File: src/rtl/boreal_kalman_sched_if.sv
// Observation, MMIO and result signals of boreal_kalman_sched.
// The master modport drives observations and config; the slave modport is the scheduler.
interface boreal_kalman_sched_if #(
    parameter int NCH = 4,
    parameter int CHW = 2
);
    logic [NCH-1:0]     in_valid;
    logic [NCH-1:0]     in_ready;
    logic [24*NCH-1:0]  in_z;
    logic               cfg_we;
    logic [CHW+1:0]     cfg_addr;
    logic [15:0]        cfg_wdata;
    logic               out_valid;
    logic [CHW-1:0]     out_ch;
    logic signed [23:0] out_x;
    logic               busy;

    modport master (
        output in_valid, in_z, cfg_we, cfg_addr, cfg_wdata,
        input  in_ready, out_valid, out_ch, out_x, busy
    );

    modport slave (
        input  in_valid, in_z, cfg_we, cfg_addr, cfg_wdata,
        output in_ready, out_valid, out_ch, out_x, busy
    );
endinterface

File: src/rtl/boreal_kalman_sched.sv
// Q15 per-channel state estimator sharing one 24x16 multiplier across NCH channels.
// Define KSCHED_FIXED_PRIO_EN for lowest-index-first arbitration instead of round-robin.
module boreal_kalman_sched #(
    parameter int NCH = 4,
    parameter int CHW = 2
) (
    input  logic                  clk,
    input  logic                  rst_n,
    boreal_kalman_sched_if.slave  bus
);
    localparam logic [2:0] S_IDLE  = 3'd0;
    localparam logic [2:0] S_PRED  = 3'd1;
    localparam logic [2:0] S_OBS   = 3'd2;
    localparam logic [2:0] S_INNOV = 3'd3;
    localparam logic [2:0] S_CORR  = 3'd4;
    localparam logic [2:0] S_UPD   = 3'd5;

    function automatic logic signed [23:0] sat24(input logic signed [39:0] v);
        if (v > 40'sd8388607)       return 24'sh7FFFFF;
        else if (v < -40'sd8388608) return 24'sh800000;
        else                        return v[23:0];
    endfunction

    logic [2:0]         r_state;
    logic [NCH-1:0]     r_pend;
    logic signed [23:0] r_buf   [NCH];
    logic signed [23:0] r_xprev [NCH];
    logic signed [15:0] r_coef_a [NCH];
    logic signed [15:0] r_coef_h [NCH];
    logic signed [15:0] r_coef_k [NCH];
    logic [CHW-1:0]     r_ch;
    logic signed [23:0] r_z, r_x0, r_xp, r_t;
    logic signed [15:0] r_a, r_h, r_k;
    logic               r_discard;
    logic               r_out_valid;
    logic [CHW-1:0]     r_out_ch;
    logic signed [23:0] r_out_x;

    logic [CHW-1:0]     w_base;
    logic [CHW-1:0]     w_gnt_ch;
    logic               w_gnt_found;
    logic signed [23:0] w_mul_a;
    logic signed [15:0] w_mul_b;
    logic signed [39:0] w_prod, w_shift;
    logic signed [23:0] w_mul_res;
    logic signed [24:0] w_diff, w_sum;
    logic [CHW-1:0]     w_cfg_ch;
    logic [1:0]         w_cfg_reg;
    logic               w_clr;

`ifdef KSCHED_FIXED_PRIO_EN
    assign w_base = '1;
`else
    logic [CHW-1:0] r_last;
    assign w_base = r_last;
`endif

    // Scan from base+NCH down to base+1 so the nearest pending channel after base wins.
    always_comb begin
        w_gnt_found = 1'b0;
        w_gnt_ch    = '0;
        for (int k = NCH; k >= 1; k--) begin
            if (r_pend[w_base + CHW'(k)]) begin
                w_gnt_found = 1'b1;
                w_gnt_ch    = w_base + CHW'(k);
            end
        end
    end

    always_comb begin
        w_mul_a = r_x0;
        w_mul_b = r_a;
        case (r_state)
            S_OBS:   begin w_mul_a = r_xp; w_mul_b = r_h; end
            S_CORR:  begin w_mul_a = r_t;  w_mul_b = r_k; end
            default: ;
        endcase
    end

    assign w_prod    = w_mul_a * w_mul_b;
    assign w_shift   = w_prod >>> 15;
    assign w_mul_res = sat24(w_shift);
    assign w_diff    = {r_z[23], r_z} - {r_t[23], r_t};
    assign w_sum     = {r_xp[23], r_xp} + {r_t[23], r_t};

    assign w_cfg_ch  = bus.cfg_addr[CHW+1:2];
    assign w_cfg_reg = bus.cfg_addr[1:0];
    assign w_clr     = bus.cfg_we && (w_cfg_reg == 2'd3);

    always_ff @(posedge clk) begin
        if (!rst_n) begin
            r_state     <= S_IDLE;
            r_pend      <= '0;
            r_ch        <= '0;
            r_z         <= '0;
            r_x0        <= '0;
            r_xp        <= '0;
            r_t         <= '0;
            r_a         <= '0;
            r_h         <= '0;
            r_k         <= '0;
            r_discard   <= 1'b0;
            r_out_valid <= 1'b0;
            r_out_ch    <= '0;
            r_out_x     <= '0;
`ifndef KSCHED_FIXED_PRIO_EN
            r_last      <= CHW'(NCH - 1);
`endif
            for (int i = 0; i < NCH; i++) begin
                r_buf[i]    <= '0;
                r_xprev[i]  <= '0;
                r_coef_a[i] <= 16'sh7FFF;
                r_coef_h[i] <= 16'sh7FFF;
                r_coef_k[i] <= 16'sh4000;
            end
        end else begin
            r_out_valid <= 1'b0;
            for (int i = 0; i < NCH; i++) begin
                if (bus.in_valid[i] && !r_pend[i]) begin
                    r_pend[i] <= 1'b1;
                    r_buf[i]  <= bus.in_z[24*i +: 24];
                end
            end

            case (r_state)
                S_IDLE: if (w_gnt_found) begin
                    r_ch             <= w_gnt_ch;
                    r_z              <= r_buf[w_gnt_ch];
                    r_x0             <= r_xprev[w_gnt_ch];
                    r_a              <= r_coef_a[w_gnt_ch];
                    r_h              <= r_coef_h[w_gnt_ch];
                    r_k              <= r_coef_k[w_gnt_ch];
                    r_pend[w_gnt_ch] <= 1'b0;
                    r_discard        <= w_clr && (w_cfg_ch == w_gnt_ch);
`ifndef KSCHED_FIXED_PRIO_EN
                    r_last           <= w_gnt_ch;
`endif
                    r_state          <= S_PRED;
                end
                S_PRED:  begin r_xp <= w_mul_res; r_state <= S_OBS;   end
                S_OBS:   begin r_t  <= w_mul_res; r_state <= S_INNOV; end
                S_INNOV: begin r_t  <= sat24({{15{w_diff[24]}}, w_diff}); r_state <= S_CORR; end
                S_CORR:  begin r_t  <= w_mul_res; r_state <= S_UPD;   end
                S_UPD: begin
                    r_out_valid <= 1'b1;
                    r_out_ch    <= r_ch;
                    r_out_x     <= sat24({{15{w_sum[24]}}, w_sum});
                    if (!r_discard) r_xprev[r_ch] <= sat24({{15{w_sum[24]}}, w_sum});
                    r_state     <= S_IDLE;
                end
                default: r_state <= S_IDLE;
            endcase

            // Placed after the writeback so a same-cycle clear of that channel wins.
            if (bus.cfg_we) begin
                case (w_cfg_reg)
                    2'd0: r_coef_a[w_cfg_ch] <= bus.cfg_wdata;
                    2'd1: r_coef_h[w_cfg_ch] <= bus.cfg_wdata;
                    2'd2: r_coef_k[w_cfg_ch] <= bus.cfg_wdata;
                    default: begin
                        r_xprev[w_cfg_ch] <= '0;
                        if (r_state != S_IDLE && w_cfg_ch == r_ch) r_discard <= 1'b1;
                    end
                endcase
            end
        end
    end

    assign bus.in_ready  = ~r_pend;
    assign bus.out_valid = r_out_valid;
    assign bus.out_ch    = r_out_ch;
    assign bus.out_x     = r_out_x;
    assign bus.busy      = (r_state != S_IDLE);
endmodule

File: src/flat_wrapper.sv
// flat-port wrapper written by rule: the top's interface ports become plain ports
module boreal_kalman_sched_flat 
#(
    parameter int NCH = 4,
    parameter int CHW = 2
)
  (clk, rst_n, bus_in_valid, bus_in_z, bus_cfg_we, bus_cfg_addr, bus_cfg_wdata, bus_in_ready, bus_out_valid, bus_out_ch, bus_out_x, bus_busy);
  boreal_kalman_sched_if #(.NCH(NCH), .CHW(CHW)) bus_i ();
  input  logic clk;
  input  logic rst_n;
  input wire logic [$bits(bus_i.in_valid)-1:0] bus_in_valid;
  input wire logic [$bits(bus_i.in_z)-1:0] bus_in_z;
  input wire logic [$bits(bus_i.cfg_we)-1:0] bus_cfg_we;
  input wire logic [$bits(bus_i.cfg_addr)-1:0] bus_cfg_addr;
  input wire logic [$bits(bus_i.cfg_wdata)-1:0] bus_cfg_wdata;
  output wire logic [$bits(bus_i.in_ready)-1:0] bus_in_ready;
  output wire logic [$bits(bus_i.out_valid)-1:0] bus_out_valid;
  output wire logic [$bits(bus_i.out_ch)-1:0] bus_out_ch;
  output wire logic [$bits(bus_i.out_x)-1:0] bus_out_x;
  output wire logic [$bits(bus_i.busy)-1:0] bus_busy;
  assign bus_i.in_valid = bus_in_valid;
  assign bus_i.in_z = bus_in_z;
  assign bus_i.cfg_we = bus_cfg_we;
  assign bus_i.cfg_addr = bus_cfg_addr;
  assign bus_i.cfg_wdata = bus_cfg_wdata;
  assign bus_in_ready = bus_i.in_ready;
  assign bus_out_valid = bus_i.out_valid;
  assign bus_out_ch = bus_i.out_ch;
  assign bus_out_x = bus_i.out_x;
  assign bus_busy = bus_i.busy;
  boreal_kalman_sched #(.NCH(NCH), .CHW(CHW)) u_core (.clk(clk), .rst_n(rst_n), .bus(bus_i));
endmodule
File: config.mk
export PLATFORM = sky130hd
export DESIGN_NAME = boreal_kalman_sched_flat
export DESIGN_NICKNAME = d
export VERILOG_FILES = /design/src/rtl/boreal_kalman_sched_if.sv /design/src/rtl/boreal_kalman_sched.sv /design/src/flat_wrapper.sv
export SDC_FILE = /design/constraint.sdc
export NUM_CORES = 2
export LEC_CHECK = 0
export ABC_AREA = 1
export BUFFER_PORTS_ARGS = -buffer_cell sky130_fd_sc_hd__buf_2
export CAP_MARGIN = 20
export CORE_MARGIN = 2
export CORE_UTILIZATION = 58
export CTS_CLUSTER_SIZE = 40
export DETAILED_ROUTE_END_ITERATION = 7
export PLACE_DENSITY = 0.78
export REMOVE_ABC_BUFFERS = 1
export SETUP_SLACK_MARGIN = 0.2
export SLEW_MARGIN = 40
export SYNTH_ARGS = -nofsm -noshare
export SYNTH_HDL_FRONTEND = slang
export SYNTH_SLANG_ARGS = --single-unit
File: constraint.sdc
create_clock -name clk -period 14.73 [get_ports clk]
set_input_delay 1.473 -clock clk [delete_from_list [all_inputs] [get_ports clk]]
set_output_delay 1.473 -clock clk [all_outputs]
set_load 0.01 [all_outputs]
== Word-level counts from Yosys, hierarchy flattened ==
Memory sizes are Yosys's and may differ from the RTL's. A register that Yosys moved wholly into a read port is not among the register bits.
Cells that the tools add are included.
W data, S select, Z words.

* Register bits after elaboration: 87
* Memory bits (writable): 384
* Output and inout port bits: 32
* Memories: 5

{| class="wikitable"
|+ Memory list
! name !! depth !! width !! rd ports !! clocked after memory_dff !! wr ports !! RTL line !! source
|-
| u_core.r_buf || 4 || 24 || 1 || 1 || 4 || boreal_kalman_sched.sv:26 || <nowiki>logic signed [23:0] r_buf [NCH];</nowiki>
|-
| u_core.r_xprev || 4 || 24 || 1 || 1 || 4 || boreal_kalman_sched.sv:27 || <nowiki>logic signed [23:0] r_xprev [NCH];</nowiki>
|-
| u_core.r_coef_a || 4 || 16 || 1 || 1 || 4 || boreal_kalman_sched.sv:28 || <nowiki>logic signed [15:0] r_coef_a [NCH];</nowiki>
|-
| u_core.r_coef_h || 4 || 16 || 1 || 1 || 4 || boreal_kalman_sched.sv:29 || <nowiki>logic signed [15:0] r_coef_h [NCH];</nowiki>
|-
| u_core.r_coef_k || 4 || 16 || 1 || 1 || 4 || boreal_kalman_sched.sv:30 || <nowiki>logic signed [15:0] r_coef_k [NCH];</nowiki>
|}

* Add/subtract/negate cells: 5
* $mul: 1
* Magnitude comparators: 12
* Equality and inequality tests: 11
* Mux-type cells: 100
* Bitwise operators: 7
* Reductions and logical operators: 29

{| class="wikitable"
|+ Operators with widths
! operator !! count
|-
| $mux W24 || 15
|-
| $pmux W24 S2 || 2
|-
| $gt A25 B24 Y1 const B || 3
|-
| $lt A25 B24 Y1 const B || 3
|-
| $mux W1 || 61
|-
| $mux W16 || 3
|-
| $reduce_or A16 Y1 || 3
|-
| $reduce_or A24 Y1 || 2
|-
| $mul A24 B16 Y40 || 1
|-
| $pmux W16 S2 || 1
|-
| $add A24 B24 Y25 || 1
|-
| $sub A24 B24 Y25 || 1
|-
| $mux W2 || 9
|-
| $lt A2 B3 Y1 const B || 5
|-
| $pmux W3 S5 || 1
|-
| $logic_not A1 Y1 || 9
|-
| $bmux W1 S2 || 4
|-
| $logic_and A1 B1 Y1 || 8
|-
| $mux W4 || 2
|-
| $not A4 Y4 || 2
|-
| $eq A3 B2 Y1 const B || 2
|-
| $eq A3 B3 Y1 const B || 2
|-
| $add A2 B2 Y2 const B || 2
|-
| $and A4 B4 Y4 || 1
|-
| 17 further kinds || 22
|}

== Logic depth before layout (Yosys ltp) ==
* Word-level depth: 14
* Mapped depth: 41

== Least setup slack after synthesis ==
Ideal clock, no wire load.

* Path kind: reg-to-reg
* Start point: reg u_core.r_state[2]
* End point: reg u_core.r_xp[12]
* Data arrival time: 7.387 ns
* Data required time: 14.672 ns
* Setup slack: 7.284 ns
* Stages on the path, launching flop included: 36
* Buffers on the path: 6
* Clock period less this slack: 7.446 ns
* Cell sequence: dfxtp_1 > inv_2 > nand3_1 > nand2_2 > buf_6 > inv_1 > clkbuf_1 > clkbuf_1 > a21oi_1 > inv_1 > clkbuf_1 > nand2_1 > fa_1 > inv_1 > fa_1 > fa_1 > fa_1 > fa_1 > fa_1 > ha_1 > a21oi_1 > inv_1 > a31oi_1 > o21ai_0 > nand3_1 > nand4_1 > a21oi_1 > nand3_1 > nand2_2 > inv_2 > or2_1 > buf_6 > buf_4 > nand3_1 > o211ai_1 > inv_1

* Cells in the longest elaborated chain, start to end: 6
* Elaborated cells on any way between the ends: 10

{| class="wikitable"
|+ Ends and longest elaborated chain
! element !! RTL line !! source
|-
| start: declaration || boreal_kalman_sched.sv:24 || <nowiki>logic [2:0] r_state;</nowiki>
|-
| start signal: assignment || boreal_kalman_sched.sv:92 || <nowiki>r_state <= S_IDLE;</nowiki>
|-
| start signal: assignment || boreal_kalman_sched.sv:138 || <nowiki>r_state <= S_PRED;</nowiki>
|-
| start signal: assignment || boreal_kalman_sched.sv:140 || <nowiki>S_PRED: begin r_xp <= w_mul_res; r_state <= S_OBS; end</nowiki>
|-
| $eq A3 B3 Y1 / $eq A3 B2 Y1 (equally long branches) || boreal_kalman_sched.sv:73 || <nowiki>case (r_state)</nowiki>
|-
| $pmux W24 S2 / $pmux W16 S2 (equally long branches) || boreal_kalman_sched.sv:73 ||
|-
| $mul A24 B16 Y40 || boreal_kalman_sched.sv:80 || <nowiki>assign w_prod = w_mul_a * w_mul_b;</nowiki>
|-
| $lt A25 B24 Y1 || boreal_kalman_sched.sv:20 || <nowiki>else if (v < -40'sd8388608) return 24'sh800000;</nowiki>
|-
| $mux W24 || boreal_kalman_sched.sv:20 ||
|-
| $mux W24 || boreal_kalman_sched.sv:19 || <nowiki>if (v > 40'sd8388607) return 24'sh7FFFFF;</nowiki>
|-
| end signal: assignment || boreal_kalman_sched.sv:97 || <nowiki>r_xp <= '0;</nowiki>
|-
| end signal: assignment || boreal_kalman_sched.sv:140 ||
|-
| end: declaration || boreal_kalman_sched.sv:32 || <nowiki>logic signed [23:0] r_z, r_x0, r_xp, r_t;</nowiki>
|}

Parallel ways exist; a longest one is shown, timed or not.
A chain may end at the register's enable or synchronous reset.

== Final worst setup path ==
* Start point: reg u_core.r_state[1]
* End point: reg u_core.r_t[9]

* Cells in the longest elaborated chain, start to end: 7
* Elaborated cells on any way between the ends: 13

{| class="wikitable"
|+ Ends and longest elaborated chain
! element !! RTL line !! source
|-
| $eq A3 B3 Y1 / $eq A3 B2 Y1 (equally long branches) || boreal_kalman_sched.sv:73, boreal_kalman_sched.sv:125 ||
|-
| $pmux W24 S2 / $pmux W16 S2 (equally long branches) || boreal_kalman_sched.sv:73 ||
|-
| $mul A24 B16 Y40 || boreal_kalman_sched.sv:80 ||
|-
| $lt A25 B24 Y1 || boreal_kalman_sched.sv:20 ||
|-
| $mux W24 || boreal_kalman_sched.sv:20 ||
|-
| $mux W24 || boreal_kalman_sched.sv:19 ||
|-
| $pmux W24 S2 || boreal_kalman_sched.sv:125 || <nowiki>case (r_state)</nowiki>
|-
| end signal: assignment || boreal_kalman_sched.sv:141 || <nowiki>S_OBS: begin r_t <= w_mul_res; r_state <= S_INNOV; end</nowiki>
|-
| end signal: assignment || boreal_kalman_sched.sv:142 || <nowiki>S_INNOV: begin r_t <= sat24({{15{w_diff[24]}}, w_diff}); r_state <= S_CORR; end</nowiki>
|-
| end signal: assignment || boreal_kalman_sched.sv:143 || <nowiki>S_CORR: begin r_t <= w_mul_res; r_state <= S_UPD; end</nowiki>
|-
| end: declaration || boreal_kalman_sched.sv:32 ||
|}

Parallel ways exist; a longest one is shown, timed or not.

==> results.toml <==
[critical_path]
startpoint_type = "flip-flop"
critPathMaxStageDelay_ps = 600
critPathMaxFanout = 38
crit_path_end_kind = "flip-flop"
critical_path_required_ps = 15260
path_class = "flip-flop to flip-flop"
worst-path-buf-inv = 10
crit_slowest_cell = "inv_1"
critPathTopFamily = "adder cells"
critPathArrivalTime_ps = 9890
crit_top_cell = "inv_1"

[timing]
drv_slew = 0
fin_crit_ps = 9370
fin_setup_tns_ps = 0
rsz0062_at_grt = "false"
max-slew-margin-rel_pct = 39.3
fmax_mhz = 107
setup_viol = 0
post-route-period-util_pct = 63.6
hold_viol = 0
final.setup_skew_ps = 45.8
tightest_slew_ps = 902

[synth]
netlist_area_mm2 = 0.0400
synth_top_area_share_pct = 21.6
ys_async_sr_fraction_pct = 0
synthMuxAreaShare_pct = 0
ys_seq_area_share_pct = 35.6
yosysWarnings = 0
synthSimpleGateAreaFrac_pct = 16.4
netlist_top_cells_area = "edfxtp_1 22%, fa_1 19%, dfxtp_1 14%"
synthAdderAreaFrac_pct = 23.2
ys.flop_type = "edfxtp_1"
synth_top_family_by_area = "adder cells"
avgSynthCellArea_um2 = 8.36
synth_top_cell_by_area = "edfxtp_1"
synth_compound_area_share_pct = 13.4
synth_edf_count = 288
synth_cell_types = 50
syn_inst = 4782
synth_xor_area_share_pct = 1.60
ys_ff_latch = 567

[drt]
drc = 0
routedWlPerCell_um = 20.6
via_per_inst = 5.85
vias = 33700
drt_iter0_drc = 3775
antenna_left = 0
drtPass1Iterations = 8
drt-total-wl_mm = 119

[cts]
cts_tree = "yes"
htree_levels = 2
cts_root_buffer = "clkbuf_16"
cts_sinks = 567
post_cts_buffers = 0
numCtsBuffers = 55
cts_hold_buf = 0
cts_resized = 0
clkTransAtPathRegs_ps = 60
clock_path_buffers = 3
clock_latency_ps = 630

[place]
io_buffers = 154
hpwl_mm = 89.1
place_inst = 5665
dpl_cell_area_mm2 = 0.0416
gp_congestion = 1.04

[cells_and_area]
syn_to_final_growth_pct = 8.94
layout-drive-gt1-share_pct = 7.59
fin_cells = 5770
fin_area_mm2 = 0.0436
n_fill_cell = 5773
fin_nets = 5483
diodes = 0

[floorplan]
dieArea_mm2 = 0.0711
ios = 155
initial_utilization_pct = 58.4
die_width_um = 267
fp.dieH_um = 267
num_rows = 96
core_mm2 = 0.0685

[grt]
overflow = 0
grt.total_usage_pct = 33.8
antenna_found_initial = 4
met3_usage_pct = 5.90
busiest_layer = "met2"
met2_usage_pct = 54.0
use_met1_pct = 46.6
grt_pass1_wl_mm = 186
grt_start_max_net_pins = 122
grt_pass1_vias = 32500

[run_status]
status = "finished, final reports clean"

[run]
cap_violations = 0

[worst_hold_path]
hold_path_class = "flip-flop to flip-flop"
==> cell families after synthesis <==
logic type               after synthesis
XOR/XNOR                              73
buffers and inverters               1023
AND/OR/NAND/NOR                     1659
adder cells (fa/ha/maj)              518
flip-flops                           567
AO/OA/AOI/OAI                        942
==> synth_stat cells (all sizes together) (12+ instances only) <==
cell,number
a21oi,461
a221oi,97
a22o,13
a31oi,12
buf,43
clkbuf,174
clkinv,21
dfxtp,279
edfxtp,288
fa,375
ha,143
inv,785
nand2,998
nand3,120
nor2,490
nor3,23
o211ai,30
o21ai,277
o21bai,28
xnor2,28
xor2,45
==> registers in the layout (all words and copies together) (netlist names), 16 cells and up <==
register and flops:
u_core.bus.out_x 24, u_core.r_a 16, u_core.r_buf 96, u_core.r_coef_a 64, u_core.r_coef_h 64, u_core.r_coef_k 64, u_core.r_h 16, u_core.r_k 16
u_core.r_t 24, u_core.r_x0 24, u_core.r_xp 24, u_core.r_xprev 96, u_core.r_z 24
==> worst min-delay path: cells and delay by family, from the launching register on <==
kind	cells	cell delay [ps]
AND/OR/NAND/NOR	1	60
flip-flops	1	310
AO/OA/AOI/OAI	1	50
==> layout make-up <==
type | count | area (um^2) | area share [%]
Sequential cell | 567 | 14200 | 32.7
Clock buffer | 79 | 1530 | 3.51
Tap cell | 882 | 1100 | 2.53
Inverter | 806 | 3030 | 6.95
Multi-Input combinational cell | 3192 | 22000 | 50.6
Clock inverter | 24 | 342 | 0.784
Timing Repair Buffer | 220 | 1310 | 3.00
==> placed cells by master (no fill, tap or decap), types with 4 or more instances in the layout <==
master / Yosys / final
nor3_1: 23 / 20
nand3b_1: 6 / 6
nand4_1: 8 / 8
nor2_1: 483 / 477
nand3_2: 2 / 6
inv_1: 775 / 769
a22o_1: 13 / 13
inv_2: 10 / 14
nand2_1: 990 / 985
bufinv_16: 0 / 7
nor4_1: 4 / 4
edfxtp_1: 288 / 288
a21oi_2: 1 / 6
clkinv_2: 0 / 9
fa_1: 375 / 375
o21bai_1: 27 / 27
a21o_1: 8 / 8
clkbuf_1: 174 / 19
buf_2: 20 / 153
xor2_1: 45 / 45
a31oi_1: 12 / 12
clkbuf_16: 0 / 56
clkbuf_8: 0 / 4
a21oi_1: 460 / 454
o2111ai_1: 4 / 4
clkinv_1: 21 / 25
dfxtp_1: 279 / 279
nand2_2: 8 / 12
buf_4: 2 / 62
nand3_1: 118 / 114
ha_1: 143 / 143
nor2_2: 4 / 8
o21ai_4: 0 / 5
o21ai_0: 260 / 239
o21ai_1: 16 / 31
and3_1: 4 / 4
a221oi_1: 97 / 97
xnor2_1: 28 / 28
o211ai_1: 30 / 30
nor2_4: 3 / 5
==> metal layers <==
metal	up-vias	routed length, um
met4	6	4820
met5	-	33
li1	15400	-
met2	1829	54900
met1	16200	47500
met3	303	11500
==> worst paths after layout <==
check / from / end / slack [ps] / depth (start not counted)
max: u_core.r_state[1] / u_core.r_t[9] / 5360 / 36
min: u_core.r_xprev[0][18] / u_core.r_xprev[0][18] / 470 / 2
max reg2reg: u_core.r_state[1] / u_core.r_t[9] / 5360 / 36
min reg2reg: u_core.r_xprev[0][18] / u_core.r_xprev[0][18] / 470 / 2
==> metrics by stage <==
| step | hold slack [ps] | utilization (%) | worst slack (ps) |
|---|---|---|---|
| after global routing | 477 | 63.6 | 4810 |
| after floorplan | 445 | - | 6360 |
| final | 465 | 63.6 | 5360 |
| after CTS | 465 | 63.5 | 5030 |
| after global placement | 451 | 60.7 | 5200 |
| after detailed placement | 455 | 60.8 | 5030 |
Power is not shown: default switching activity piles up to over one toggle a cycle in this logic, so the estimate is an artifact.
